==> config.mk <==
export PLATFORM = sky130hd
export DESIGN_NAME = axis_flit_packetizer
export DESIGN_NICKNAME = d
export VERILOG_FILES = /design/src/rtl/noc_flit_pkg.sv /design/src/rtl/noc_vc_credit_counter.sv /design/src/rtl/axis_flit_packetizer.sv
export SDC_FILE = /design/constraint.sdc
export NUM_CORES = 1
export LEC_CHECK = 0
export ABC_CLOCK_PERIOD_IN_PS = 2300
export BUFFER_PORTS_ARGS = -buffer_cell sky130_fd_sc_hd__buf_2
export CORE_MARGIN = 2
export CORE_UTILIZATION = 44
export DETAILED_ROUTE_END_ITERATION = 16
export PLACE_DENSITY = 0.76
export SLEW_MARGIN = 30
export SYNTH_ARGS = -nofsm -noshare
export SYNTH_HDL_FRONTEND = slang
export SYNTH_SLANG_ARGS = --single-unit
==> constraint.sdc <==
create_clock -name clk_m_axis_i -period 2.3 [get_ports clk_m_axis_i]
set_input_delay 0.46 -clock clk_m_axis_i [delete_from_list [all_inputs] [get_ports clk_m_axis_i]]
set_output_delay 0.46 -clock clk_m_axis_i [all_outputs]
set_load 0.01 [all_outputs]
==> src/rtl/noc_flit_pkg.sv <==
// Shared definitions for the AXIS-to-flit packetizer: flit type codes,
// packetizer FSM states and header field placement.
package noc_flit_pkg;

    // Flit type codes; 2'b11 is reserved and never emitted.
    localparam logic [1:0] FlitHeader = 2'b00;
    localparam logic [1:0] FlitBody   = 2'b01;
    localparam logic [1:0] FlitTail   = 2'b10;

    typedef enum logic [1:0] {
        StIdle,
        StHead,
        StBody
    } pkt_state_e;

    // Header payload layout, LSB upward: tdest, tid, switch id, zeros.
    localparam int unsigned HdrTdestOffset = 0;

    function automatic int unsigned hdr_tid_offset(input int unsigned tdest_w);
        return HdrTdestOffset + tdest_w;
    endfunction

    function automatic int unsigned hdr_switch_offset(input int unsigned tdest_w,
                                                      input int unsigned tid_w);
        return hdr_tid_offset(tdest_w) + tid_w;
    endfunction

endpackage

==> src/rtl/noc_vc_credit_counter.sv <==
// Credit counter for one virtual channel. Starts full, drops on each
// emitted flit, rises on each credit return from the switch.
module noc_vc_credit_counter #(
    parameter int unsigned Credits = 8
) (
    input  logic clk,
    input  logic rst_n,
    input  logic consume,
    input  logic credit_release,
    output logic available,
    output logic available_next
);

    localparam int unsigned CntW = $clog2(Credits + 1);
    localparam logic [CntW-1:0] Full = CntW'(Credits);

    logic [CntW-1:0] count;
    logic [CntW-1:0] count_next;

    // Simultaneous consume and release cancel; a release while full saturates.
    always_comb begin
        count_next = count;
        if (consume && !credit_release) begin
            count_next = count - 1'b1;
        end else if (credit_release && !consume && (count != Full)) begin
            count_next = count + 1'b1;
        end
    end

    // Counter state.
    always_ff @(posedge clk or negedge rst_n) begin
        if (!rst_n) begin
            count <= Full;
        end else begin
            count <= count_next;
        end
    end

    assign available      = (count != '0);
    assign available_next = (count_next != '0);

    // Returning a credit that was never taken means the downstream is broken.
    assert property (@(posedge clk) disable iff (!rst_n)
        !(credit_release && !consume && (count == Full)))
        else $error("credit return on a full counter");

endmodule

==> src/rtl/axis_flit_packetizer.sv <==
// AXI-Stream to NoC flit packetizer. Each AXIS packet becomes a header flit
// followed by one flit per beat, the last one typed TAIL. Injection is gated
// by per-VC credits returned on network_go_i.
// Optional feature: define AXIS_PACKETIZER_MAX_LEN_EN to split packets after
// MaxPayloadFlits payload flits; the remainder continues as a new packet.
module axis_flit_packetizer
    import noc_flit_pkg::*;
#(
    parameter int unsigned NetworkSwitchAddressId           = 0,
    parameter int unsigned NetworkSwitchAddressIdWidth      = 4,
    parameter int unsigned NetworkIfFlitWidth               = 64,
    parameter int unsigned NetworkIfFlitTypeWidth           = 2,
    parameter int unsigned NetworkIfBroadcastWidth          = 1,
    parameter int unsigned NetworkIfVirtualChannelIdWidth   = 1,
    parameter int unsigned NetworkIfNumberOfVirtualChannels = 2,
    parameter int unsigned CreditsPerVirtualChannel         = 8,
    parameter int unsigned AxiStreamInitiatorIfTDataWidth   = 64,
    parameter int unsigned AxiStreamInitiatorIfTIdWidth     = 4,
    parameter int unsigned AxiStreamInitiatorIfTDestWidth   = 4,
    parameter int unsigned MaxPayloadFlits                  = 16
) (
    input  logic                                      clk_m_axis_i,
    input  logic                                      rst_m_axis_ni,
    input  logic                                      s_axis_tvalid,
    output logic                                      s_axis_tready,
    input  logic [AxiStreamInitiatorIfTDataWidth-1:0] s_axis_tdata,
    input  logic                                      s_axis_tlast,
    input  logic [AxiStreamInitiatorIfTIdWidth-1:0]   s_axis_tid,
    input  logic [AxiStreamInitiatorIfTDestWidth-1:0] s_axis_tdest,
    output logic                                      network_valid_o,
    output logic [NetworkIfFlitWidth+NetworkIfFlitTypeWidth+NetworkIfBroadcastWidth+
                  NetworkIfVirtualChannelIdWidth-1:0] network_data_o,
    input  logic [NetworkIfNumberOfVirtualChannels-1:0] network_go_i
);

    localparam int unsigned FlitW     = NetworkIfFlitWidth;
    localparam int unsigned TypeW     = NetworkIfFlitTypeWidth;
    localparam int unsigned BcW       = NetworkIfBroadcastWidth;
    localparam int unsigned VcW       = NetworkIfVirtualChannelIdWidth;
    localparam int unsigned NumVc     = NetworkIfNumberOfVirtualChannels;
    localparam int unsigned TIdW      = AxiStreamInitiatorIfTIdWidth;
    localparam int unsigned TDestW    = AxiStreamInitiatorIfTDestWidth;
    localparam int unsigned SwW       = NetworkSwitchAddressIdWidth;
    localparam int unsigned TidOffset = hdr_tid_offset(TDestW);
    localparam int unsigned SwOffset  = hdr_switch_offset(TDestW, TIdW);

    if (NetworkIfFlitWidth != AxiStreamInitiatorIfTDataWidth) begin : g_bad_width
        $error("flit width must equal AXIS tdata width");
    end
    if (MaxPayloadFlits < 1) begin : g_bad_max_len
        $error("MaxPayloadFlits must be at least 1");
    end

    pkt_state_e         state;
    logic [TIdW-1:0]    tid_q;
    logic [TDestW-1:0]  tdest_q;
    logic [VcW-1:0]     vc_q;
    logic [FlitW-1:0]   hdr_payload;
    logic [NumVc-1:0]   consume;
    logic [NumVc-1:0]   avail;
    logic [NumVc-1:0]   avail_next;
    logic               beat_accept;
    logic               emit;

`ifdef AXIS_PACKETIZER_MAX_LEN_EN
    localparam int unsigned PayW = $clog2(MaxPayloadFlits + 1);
    logic [PayW-1:0] pay_cnt;
`endif

    // tready is only ever high with a credit in hand, so an accepted beat always emits.
    assign beat_accept = s_axis_tvalid && s_axis_tready;
    assign emit        = ((state == StHead) && avail[vc_q]) || beat_accept;

    // Header payload assembled from the latched packet fields.
    always_comb begin
        hdr_payload                            = '0;
        hdr_payload[HdrTdestOffset +: TDestW]  = tdest_q;
        hdr_payload[TidOffset +: TIdW]         = tid_q;
        hdr_payload[SwOffset +: SwW]           = SwW'(NetworkSwitchAddressId);
    end

    // Charge the credit of the packet's VC for every emitted flit.
    always_comb begin
        consume = '0;
        if (emit) begin
            consume = NumVc'(1) << vc_q;
        end
    end

    for (genvar v = 0; v < NumVc; v++) begin : g_vc
        noc_vc_credit_counter #(
            .Credits(CreditsPerVirtualChannel)
        ) u_credit (
            .clk           (clk_m_axis_i),
            .rst_n         (rst_m_axis_ni),
            .consume       (consume[v]),
            .credit_release(network_go_i[v]),
            .available     (avail[v]),
            .available_next(avail_next[v])
        );
    end

    // Packet FSM with registered flit and tready outputs; tready looks one
    // cycle ahead using the counter's next value.
    always_ff @(posedge clk_m_axis_i or negedge rst_m_axis_ni) begin
        if (!rst_m_axis_ni) begin
            state           <= StIdle;
            tid_q           <= '0;
            tdest_q         <= '0;
            vc_q            <= '0;
            s_axis_tready   <= 1'b0;
            network_valid_o <= 1'b0;
            network_data_o  <= '0;
`ifdef AXIS_PACKETIZER_MAX_LEN_EN
            pay_cnt         <= '0;
`endif
        end else begin
            network_valid_o <= 1'b0;
            unique case (state)
                StIdle: begin
                    s_axis_tready <= 1'b0;
                    if (s_axis_tvalid) begin
                        tid_q   <= s_axis_tid;
                        tdest_q <= s_axis_tdest;
                        vc_q    <= s_axis_tid[VcW-1:0];
                        state   <= StHead;
                    end
                end
                StHead: begin
                    s_axis_tready <= 1'b0;
                    if (avail[vc_q]) begin
                        network_valid_o <= 1'b1;
                        network_data_o  <= {hdr_payload, TypeW'(FlitHeader), {BcW{1'b0}}, vc_q};
                        s_axis_tready   <= avail_next[vc_q];
                        state           <= StBody;
`ifdef AXIS_PACKETIZER_MAX_LEN_EN
                        pay_cnt         <= '0;
`endif
                    end
                end
                StBody: begin
                    s_axis_tready <= avail_next[vc_q];
                    if (beat_accept) begin
                        network_valid_o <= 1'b1;
                        if (s_axis_tlast) begin
                            network_data_o <= {s_axis_tdata, TypeW'(FlitTail), {BcW{1'b0}}, vc_q};
                            s_axis_tready  <= 1'b0;
                            state          <= StIdle;
`ifdef AXIS_PACKETIZER_MAX_LEN_EN
                        end else if (pay_cnt == PayW'(MaxPayloadFlits - 1)) begin
                            // Length cap reached: close this packet, reopen with same fields.
                            network_data_o <= {s_axis_tdata, TypeW'(FlitTail), {BcW{1'b0}}, vc_q};
                            s_axis_tready  <= 1'b0;
                            state          <= StHead;
                        end else begin
                            network_data_o <= {s_axis_tdata, TypeW'(FlitBody), {BcW{1'b0}}, vc_q};
                            pay_cnt        <= pay_cnt + 1'b1;
`else
                        end else begin
                            network_data_o <= {s_axis_tdata, TypeW'(FlitBody), {BcW{1'b0}}, vc_q};
`endif
                        end
                    end
                end
                default: begin
                    s_axis_tready <= 1'b0;
                    state         <= StIdle;
                end
            endcase
        end
    end

endmodule
==> results.txt, run 1 <==
die footprint: 0.009211 sq mm
sequential area share after synthesis: 58.55%
max cap viols: 0
Post-Syn Area: 0.003722 sq mm
synthesized flop and latch total: 87
Worst EP arrival: 2680 ps
worst reg-to-reg setup slack: -160 ps
post-synthesis cell type count: 45
DR iter-0 viols: 106
Synth top area share: 57.14%
vias in the first global route: 2852
worst skew pair latency: 350 ps
H-tree Lvls: 3
Slew @ Worst Pin: 651.8 ps
TritonCTS clock tree: built
global route overflow: 0
Antenna diodes: 0
layout overhead on the synthesized area: 35.33%
crit path capture type: register
final wirelength: 8743 um
vias: 2927
IO buf count: 146
Hold WC Path Type: primary input to async pin
Post-Syn Instances: 282
Synth area leader: dfrtp_1
CP required: 2520 ps
remaining routing DRC violations: 0
kind of critical path: register to register
Initial Util: 45.30%
Root Buffer: clkbuf_8
RSZ-0062 raised after global routing: yes
first-pass GRT wire length: 13700 um
highest clock rate: 0.4071 GHz
Die Span X: 95.98 um
clock skew: 15.49 ps
CTS sink count: 87
WHS: 137.2 ps
Net Count, Synth: 369
hold violation total from the final report: 0
CTS Buffer Depth: 2
RR Startpoint: g_vc[0].u_credit.count[1]
Post-synth EDFFs: 0
Die Y: 95.98 um
WL per Instance: 15.56 um
crit path max fanout: 4
CTS Buf Count: 9
GRT Util Overall: 19.47%
status: finished with violations
# rows: 33
Rel. slew slack: 56.55%
Filler Cell Count: 671
Worst setup SP type: register
dpl hpwl: 6455 um
failing checks: setup timing
Slew Limit Fails: 0
IO Count: 148
Final setup viols: 1
dominant cells by area after synthesis: dfrtp_1 (57%), a22o_1 (14%), mux2_2 (7.9%)
drt first pass iters: 4
layout cells sized above 1: 51.20%
pwr dens: 1178 mW/mm^2
most frequent cell after synthesis: dfrtp_1
ys async rst share: 100.0%
antenna violations before repair: 0
post-layout net count: 539
clock period minus worst slack: 2457 ps
final period utilization: 106.8%
critical register-to-register path endpoint: s_axis_tready
largest net degree at the start of global routing: 51
GP Congestion: 0.9002
top_reg_cell synth: dfrtp_1
VDD IR max: 0.0005433 V
Core ar.: 0.008217 sq mm
setup ws final: -156.5 ps
Reg clk slew, reported paths: 90 ps
leak pwr: 2.674 nW
PnR Total Power: 5.934 mW
top cells by count, synth: dfrtp_1 (85), a22o_1 (58), mux2_2 (26)
reg2reg path depth: 8
Vias/cell: 5.208
antenna-violating nets left: 0
Mean Syn Cell Area: 13.20 sq um
Ys Warns: 0
==> power breakdown <==
group          switching (mW)  internal (mW)
Clock                   0.552          0.430
Combinational            1.32           1.39
Sequential              0.255           1.99
==> registers in the layout, indices dropped and copies added, names as in the netlist <==
| signal | count |
|---|---|
| s_axis_tready | 1 |
| g_vc.u_credit.count | 8 |
| tdest_q | 4 |
| network_data_o | 67 |
| network_valid_o | 1 |
| state | 2 |
| tid_q | 4 |
==> critical path, stage by stage (launching register included) <==
cell	delay [ps]
dfrtp_1	390
inv_2	80
ha_4	130
or3b_4	380
a22o_4	290
mux2i_2	160
xor2_1	160
or4_1	500
o2111a_1	250
==> repair_timing <==
| item | 4_1_cts | 5_1_grt |
|---|---|---|
| cloned | 0 | 0 |
| gates resized for setup | 1 | 1 |
| setup endpoints to repair | 1 | 51 |
| setup buffers | 0 | 2 |
| hold buffers | 0 | 0 |
| pin swaps | 0 | 1 |
==> stage by stage <==
step | util [%] | worst slack (ps) | cells | setup TNS (ps) | area, sq um
after floorplan | - | -79.10 | 282 | -79.10 | 3737
after global placement | 58.66 | -52.21 | 544 | -52.21 | 4820
after detailed placement | 58.66 | -152.9 | 544 | -152.9 | 4820
after CTS | 60.93 | -170.5 | 560 | -170.5 | 5006
after global routing | 61.31 | -252.8 | 562 | -252.8 | 5037
final | 61.31 | -156.5 | 562 | -156.5 | 5037
==> cells in the final DEF (no fill, tap or decap), types with 2 or more instances in the layout <==
cell        instances
or2_2               2
or4_1               3
buf_2             145
a22o_1             58
nand3b_1            2
o21ai_0             5
clkbuf_8           10
dfrtp_1            85
o221ai_1            2
mux2_2             26
nor2_1              3
inv_2               2
nand2b_1            3
nand3_1             3
xor2_1              2
mux2i_1             4
ha_1                8
buf_12              7
xnor2_1             4
a21oi_1             2
buf_4              23
nand2_1            13
dfstp_2             2
inv_1               9
clkinvlp_4          4
==> routing by layer <==
metal | GRT usage (%) | vias to the layer above | wire, um | part of all wire (%)
li1 | - | 1381 | - | -
met1 | 25.29 | 1433 | 3767 | 43
met2 | 31.53 | 104 | 4256 | 49
met3 | 6.108 | 9 | 615 | 7.0
met4 | 5.476 | 0 | 103 | 1.2
met5 | 0 | - | 0 | 0
==> area by class of cell <==
| cell class | instances | area, sq um | area share, % |
|---|---|---|---|
| clock buffer | 11 | 141.4 | 2.807 |
| clock inverter | 5 | 41.29 | 0.8197 |
| inverter | 11 | 41.29 | 0.8197 |
| multi-input combinational | 168 | 1464 | 29.06 |
| sequential | 87 | 2180 | 43.27 |
| tap | 105 | 131.4 | 2.608 |
| timing repair buffer | 175 | 1039 | 20.62 |
==> worst max-delay path by stage <==
stage,startpoint,to,depth (start not counted)
floorplan,g_vc[0].u_credit.count[0],s_axis_tready,8
global placement,g_vc[0].u_credit.count[1],s_axis_tready,8
detailed placement,g_vc[0].u_credit.count[1],s_axis_tready,8
CTS,g_vc[0].u_credit.count[1],s_axis_tready,8
global route,g_vc[0].u_credit.count[1],s_axis_tready,8
finish,g_vc[0].u_credit.count[1],s_axis_tready,8
==> kinds of logic after synthesis <==
kind of cell    share of synthesized area, %
simple gates                           5.983
xor+xnor                               1.412
compound gates                         18.22
other cells                           0.1007
mux                                    9.613
fa+ha+maj                              3.025
buf+inv                                3.092
flops                                  58.55
No activity file was read; power rests on OpenSTA's default activity.
==> run 2, diff against run 1 <==
--- a/config.mk
+++ b/config.mk
@@ -11,6 +11,7 @@
 export CORE_UTILIZATION = 44
 export DETAILED_ROUTE_END_ITERATION = 16
 export PLACE_DENSITY = 0.76
+export RECOVER_POWER = 25
 export SLEW_MARGIN = 30
 export SYNTH_ARGS = -nofsm -noshare
 export SYNTH_HDL_FRONTEND = slang
==> results.txt, run 2 (synthesis gave the netlist of run 1 again) <==
status: finished with violations (unchanged)
failing checks: setup timing (unchanged)
DR iter-0 viols: 106 (unchanged)
IO Count: 148 (unchanged)
CP delay by family, top: simple AND/OR/NAND/NOR gates (unchanged)
vias: 2921 (was 2927)
vias in the first global route: 2852 (unchanged)
GP Congestion: 0.9002 (unchanged)
crit path max fanout: 4 (unchanged)
Vias/cell: 5.198 (was 5.208)
dpl cells: 544 (unchanged)
pwr dens: 1181 mW/mm^2 (was 1178 mW/mm^2)
Root Buffer: clkbuf_8 (unchanged)
antenna-violating nets left: 0 (unchanged)
critical path cell sequence: inv_2 -> ha_4 -> or3b_4 -> a22o_4 -> mux2i_2 -> xor2_1 -> or4_1 -> o2111a_1 (unchanged)
global route overflow: 0 (unchanged)
die footprint: 0.009211 sq mm (unchanged)
first-pass GRT wire length: 13700 um (unchanged)
largest registers: network_data_o (67), g_vc.u_credit.count (8) (unchanged)
RSZ-0062 raised after global routing: yes (unchanged)
final wirelength: 8729 um (was 8743 um)
setup ws final: -156.2 ps (was -156.5 ps)
Initial Util: 45.30% (unchanged)
clock skew: 16.10 ps (was 15.49 ps)
CP peak stage delay: 500 ps (about the same)
Rel. slew slack: 17.92% (was 56.55%)
crit path capture type: register (unchanged)
CTS Buffer Depth: 2 (unchanged)
most frequent cells in the layout: buf_2 (145), dfrtp_1 (85), a22o_1 (58) (unchanged)
Antenna diodes: 0 (unchanged)
Filler Cell Count: 674 (was 671)
PnR Total Power: 5.929 mW (was 5.934 mW)
leak pwr: 2.668 nW (was 2.674 nW)
kind of critical path: register to register (unchanged)
largest net degree at the start of global routing: 51 (unchanged)
Die Span X: 95.98 um (unchanged)
hold depth: 2
CP required: 2520 ps (about the same)
Slew @ Worst Pin: 1231 ps (was 651.8 ps)
Final setup viols: 1 (unchanged)
drt first pass iters: 4 (unchanged)
WL per Instance: 15.53 um (was 15.56 um)
Hold WC Path Type: primary input to register (was primary input to async pin)
register bank with the most flops: network_data_o (unchanged)
clock period minus worst slack: 2456 ps (was 2457 ps)
hold violation total from the final report: 0 (unchanged)
layout overhead on the synthesized area: 34.86% (was 35.33%)
remaining routing DRC violations: 0 (unchanged)
buffer and inverter count on the worst path: 1 (unchanged)
reg2reg path depth: 8 (unchanged)
dpl hpwl: 6455 um (unchanged)
max cap viols: 0 (unchanged)
Reg clk slew, reported paths: 100 ps (was 90 ps)
# rows: 33 (unchanged)
WHS: 319.8 ps (was 137.2 ps)
antenna violations before repair: 0 (unchanged)
most common cell after layout, fill and taps aside: buf_2 (unchanged)
post-layout net count: 539 (unchanged)
H-tree Lvls: 3 (unchanged)
Slew Limit Fails: 0 (unchanged)
TritonCTS clock tree: built (unchanged)
CTS Buf Count: 9 (unchanged)
IO buf count: 146 (unchanged)
VDD IR max: 0.0005436 V (was 0.0005433 V)
highest clock rate: 0.4071 GHz (about the same)
Core ar.: 0.008217 sq mm (unchanged)
CTS sink count: 87 (unchanged)
Die Y: 95.98 um (unchanged)
Largest register FFs: 67 (unchanged)
Crit path depth: 8 (unchanged)
GRT Util Overall: 19.47% (unchanged)
final period utilization: 106.8% (about the same)
layout cells sized above 1: 51.20% (unchanged)
CP max stage cell: or4_1 (unchanged)
Worst setup SP type: register (unchanged)
final std cells w/o fill: 562 (unchanged)
worst skew pair latency: 350 ps (about the same)
Worst EP arrival: 2680 ps (about the same)
run 2: cell types whose count changed in the layout (fill, tap and decap cells not counted):
cell / previous run / this run
buf_4: 23 / 22
clkbuf_2: 0 / 2
buf_12: 7 / 6
run 2: per-stage QoR:
| step | TNS, ps | utilization (%) | cell area [sq um] | worst slack, ps |
|---|---|---|---|---|
| after floorplan | -79.10 | - | 3737 | -79.10 |
| after global placement | -52.21 | 58.66 | 4820 | -52.21 |
| after detailed placement | -152.9 | 58.66 | 4820 | -152.9 |
| after CTS | -170.5 | 60.93 | 5006 | -170.5 |
| after global routing | -406.1 | 61.09 | 5020 | -252.8 |
| final | -156.2 | 61.09 | 5020 | -156.2 |
run 2: layout make-up:
cell class                 instances  area, sq um  area share (%)
inverter                          11        41.29          0.8225
tap                              105        131.4           2.617
timing repair buffer             175         1021           20.34
multi-input combinational        168         1464           29.16
sequential                        87         2180           43.42
clock inverter                     5        41.29          0.8225
clock buffer                      11        141.4           2.817
run 2: routing by layer:
metal	vias up	share of wire (%)	track usage, %
met5	-	0	0
met2	102	49	31.53
met1	1429	43	25.29
met4	0	1.2	5.476
li1	1381	-	-
met3	9	7.0	6.108
run 2: path summary, 6_finish.rpt:
path	start	slack [ps]	end
min reg2reg	network_data_o[61]	500	network_data_o[61]
max	g_vc[0].u_credit.count[1]	-160	s_axis_tready
min in group asynchronous	rst_m_axis_ni	370	network_data_o[32]
max in group asynchronous	rst_m_axis_ni	390	network_data_o[49]
min	s_axis_tdata[35]	320	network_data_o[39]
max reg2reg	g_vc[0].u_credit.count[1]	-160	s_axis_tready
run 2: repair_timing:
action / in CTS / in global routing
pin swaps: 0 / 1
hold buffers: 0 / 0
resized for setup: 1 / 1
setup endpoints to repair: 1 / 51
buffers inserted: 0 / 2
run 2: power breakdown:
part	internal, mW	switching [mW]
sequential	1.99	0.255
clock	0.430	0.550
combinational	1.39	1.32
==> run 3, diff against run 2 <==
--- a/config.mk
+++ b/config.mk
@@ -12,6 +12,7 @@
 export DETAILED_ROUTE_END_ITERATION = 16
 export PLACE_DENSITY = 0.76
 export RECOVER_POWER = 25
+export REMOVE_ABC_BUFFERS = 1
 export SLEW_MARGIN = 30
 export SYNTH_ARGS = -nofsm -noshare
 export SYNTH_HDL_FRONTEND = slang
==> results.txt, run 3 (synthesis gave the netlist of run 1 again) <==
CTS Buffer Depth: 2 (unchanged)
clock skew: 13.78 ps (was 16.10 ps)
CP required: 2540 ps (was 2520 ps)
Worst EP arrival: 2720 ps (was 2680 ps)
CP max stage cell: or4_1 (unchanged)
register bank with the most flops: network_data_o (unchanged)
drt first pass iters: 6 (was 4)
crit path max fanout: 2 (was 4)
RSZ-0062 raised after global routing: yes (unchanged)
GRT Util Overall: 19.36% (was 19.47%)
pwr dens: 1178 mW/mm^2 (was 1181 mW/mm^2)
crit path launch: g_vc[0].u_credit.count[0] (was g_vc[0].u_credit.count[1])
CP peak stage delay: 490 ps (was 500 ps)
Root Buffer: clkbuf_8 (unchanged)
Core ar.: 0.008217 sq mm (unchanged)
Worst setup SP type: register (unchanged)
remaining routing DRC violations: 0 (unchanged)
Hold Crit Start: s_axis_tdata[54] (was s_axis_tdata[35])
hold violation total from the final report: 0 (unchanged)
antenna-violating nets left: 0 (unchanged)
max cap viols: 0 (unchanged)
register area: 0.002180 sq mm (unchanged)
setup ws final: -181.1 ps (was -156.2 ps)
post-layout net count: 539 (unchanged)
die footprint: 0.009211 sq mm (unchanged)
Rel. slew slack: 54.20% (was 17.92%)
antenna violations before repair: 0 (unchanged)
Die Y: 95.98 um (unchanged)
TritonCTS clock tree: built (unchanged)
leak pwr: 2.654 nW (was 2.668 nW)
highest clock rate: 0.4031 GHz (was 0.4071 GHz)
Hold WC Path Type: primary input to register (unchanged)
VDD IR max: 0.0005924 V (was 0.0005436 V)
PnR Total Power: 5.877 mW (was 5.929 mW)
CP delay by family, top: simple AND/OR/NAND/NOR gates (unchanged)
critical path cell sequence: inv_2 -> ha_2 -> or3b_4 -> buf_4 -> a21oi_4 -> mux2i_2 -> xnor2_1 -> or4_1 -> o2111a_1 (was inv_2 -> ha_4 -> or3b_4 -> a22o_4 -> mux2i_2 -> xor2_1 -> or4_1 -> o2111a_1)
dpl hpwl: 6238 um (was 6455 um)
crit path capture type: register (unchanged)
final period utilization: 107.9% (was 106.8%)
final std cells w/o fill: 562 (unchanged)
vias: 2906 (was 2921)
dpl cells: 544 (unchanged)
failing checks: setup timing (unchanged)
largest registers: network_data_o (67), g_vc.u_credit.count (8) (unchanged)
layout cells sized above 1: 51.20% (unchanged)
Final setup viols: 1 (unchanged)
buffer and inverter count on the worst path: 2 (was 1)
worst skew pair latency: 340 ps (was 350 ps)
IO Count: 148 (unchanged)
largest net degree at the start of global routing: 48 (was 51)
status: finished with violations (unchanged)
RR Startpoint: g_vc[0].u_credit.count[0] (was g_vc[0].u_credit.count[1])
final wirelength: 8547 um (was 8729 um)
Initial Util: 45.30% (unchanged)
first-pass GRT wire length: 13570 um (was 13700 um)
H-tree Lvls: 3 (unchanged)
Setup TNS: -181.1 ps (was -156.2 ps)
Reg clk slew, reported paths: 90 ps (was 100 ps)
Filler Cell Count: 675 (was 674)
IO buf count: 146 (unchanged)
# rows: 33 (unchanged)
Slew @ Worst Pin: 687.0 ps (was 1231 ps)
WL per Instance: 15.21 um (was 15.53 um)
area of the multi-input gates: 0.001468 sq mm (was 0.001464 sq mm)
global route overflow: 0 (unchanged)
kind of critical path: register to register (unchanged)
clock period minus worst slack: 2481 ps (was 2456 ps)
CTS sink count: 87 (unchanged)
most frequent cells in the layout: buf_2 (145), dfrtp_1 (85), a22o_1 (58) (unchanged)
DR iter-0 viols: 133 (was 106)
most common cell after layout, fill and taps aside: buf_2 (unchanged)
Largest register FFs: 67 (unchanged)
layout overhead on the synthesized area: 33.98% (was 34.86%)
Vias/cell: 5.171 (was 5.198)
Antenna diodes: 0 (unchanged)
Die Span X: 95.98 um (unchanged)
GP Congestion: 0.8865 (was 0.9002)
CTS Buf Count: 9 (unchanged)
setup slack after placement: -193.5 ps (was -152.9 ps)
Slew Limit Fails: 0 (unchanged)
vias in the first global route: 2924 (was 2852)
-- run 3: changes by cell type in the layout (fill, tap and decap cells not counted), sizes merged --
cell,delta
clkbuf,+1
clkinvlp,-2
buf,-2
dlygate4sd3,+1
clkinv,+2
-- run 3: repair_timing --
action	in CTS	in global routing
resized for setup	3	6
hold buffers	1	0
endpoints found under the hold margin	11	0
endpoints found under the setup margin	1	1
pin swaps	2	0
setup buffers	0	1
-- run 3: through the flow --
stage / util (%) / hold slack (ps) / area, sq um
2_1_floorplan: - / 164.4 / 3649
3_3_place_gp: 58.17 / 312.1 / 4780
3_5_place_dp: 58.17 / 316.4 / 4780
4_1_cts: 60.64 / 304.8 / 4982
5_1_grt: 60.70 / 292.5 / 4987
6_report: 60.70 / 323.0 / 4987
-- run 3: power by group --
part           internal [mW]  leakage [nW]  switching [mW]
sequential              1.99          1.15           0.269
clock                  0.430        0.0861           0.543
combinational           1.35          1.42            1.30
total                   3.77          2.65            2.11
-- run 3: metal layers --
layer  GRT usage, %  wire length [um]  vias to the layer above
li1               -                 -                     1378
met1          24.38              3710                     1410
met2          31.93              4148                      107
met3          5.560               572                       11
met4          6.786               115                        0
met5              0                 0                        -
-- run 3: final cells by class --
cell class,count,area share (%)
flip-flops and latches,87,43.70
multi-input cells,168,29.43
inverters,11,0.8279
well taps,105,2.634
repair buffers,175,19.74
clock inverters,5,0.8279
clock buffers,11,2.835
-- run 3: path summary, 6_finish.rpt --
path | to | cells after the start | slack (ps)
hold / removal | network_data_o[58] | 2 | 320
min in group asynchronous | network_data_o[36] | 2 | 670
hold reg to reg | network_data_o[45] | 1 | 500
max in group asynchronous | network_data_o[8] | 3 | 490
setup / recovery | s_axis_tready | 9 | -180
setup reg to reg | s_axis_tready | 9 | -180
-- run 3: worst register-to-register path, cell delays in order (launching register included) --
cell	delay, ps
dfrtp_1	390
inv_2	70
ha_2	170
or3b_4	390
buf_4	160
a21oi_4	120
mux2i_2	250
xnor2_1	100
or4_1	490
o2111a_1	250
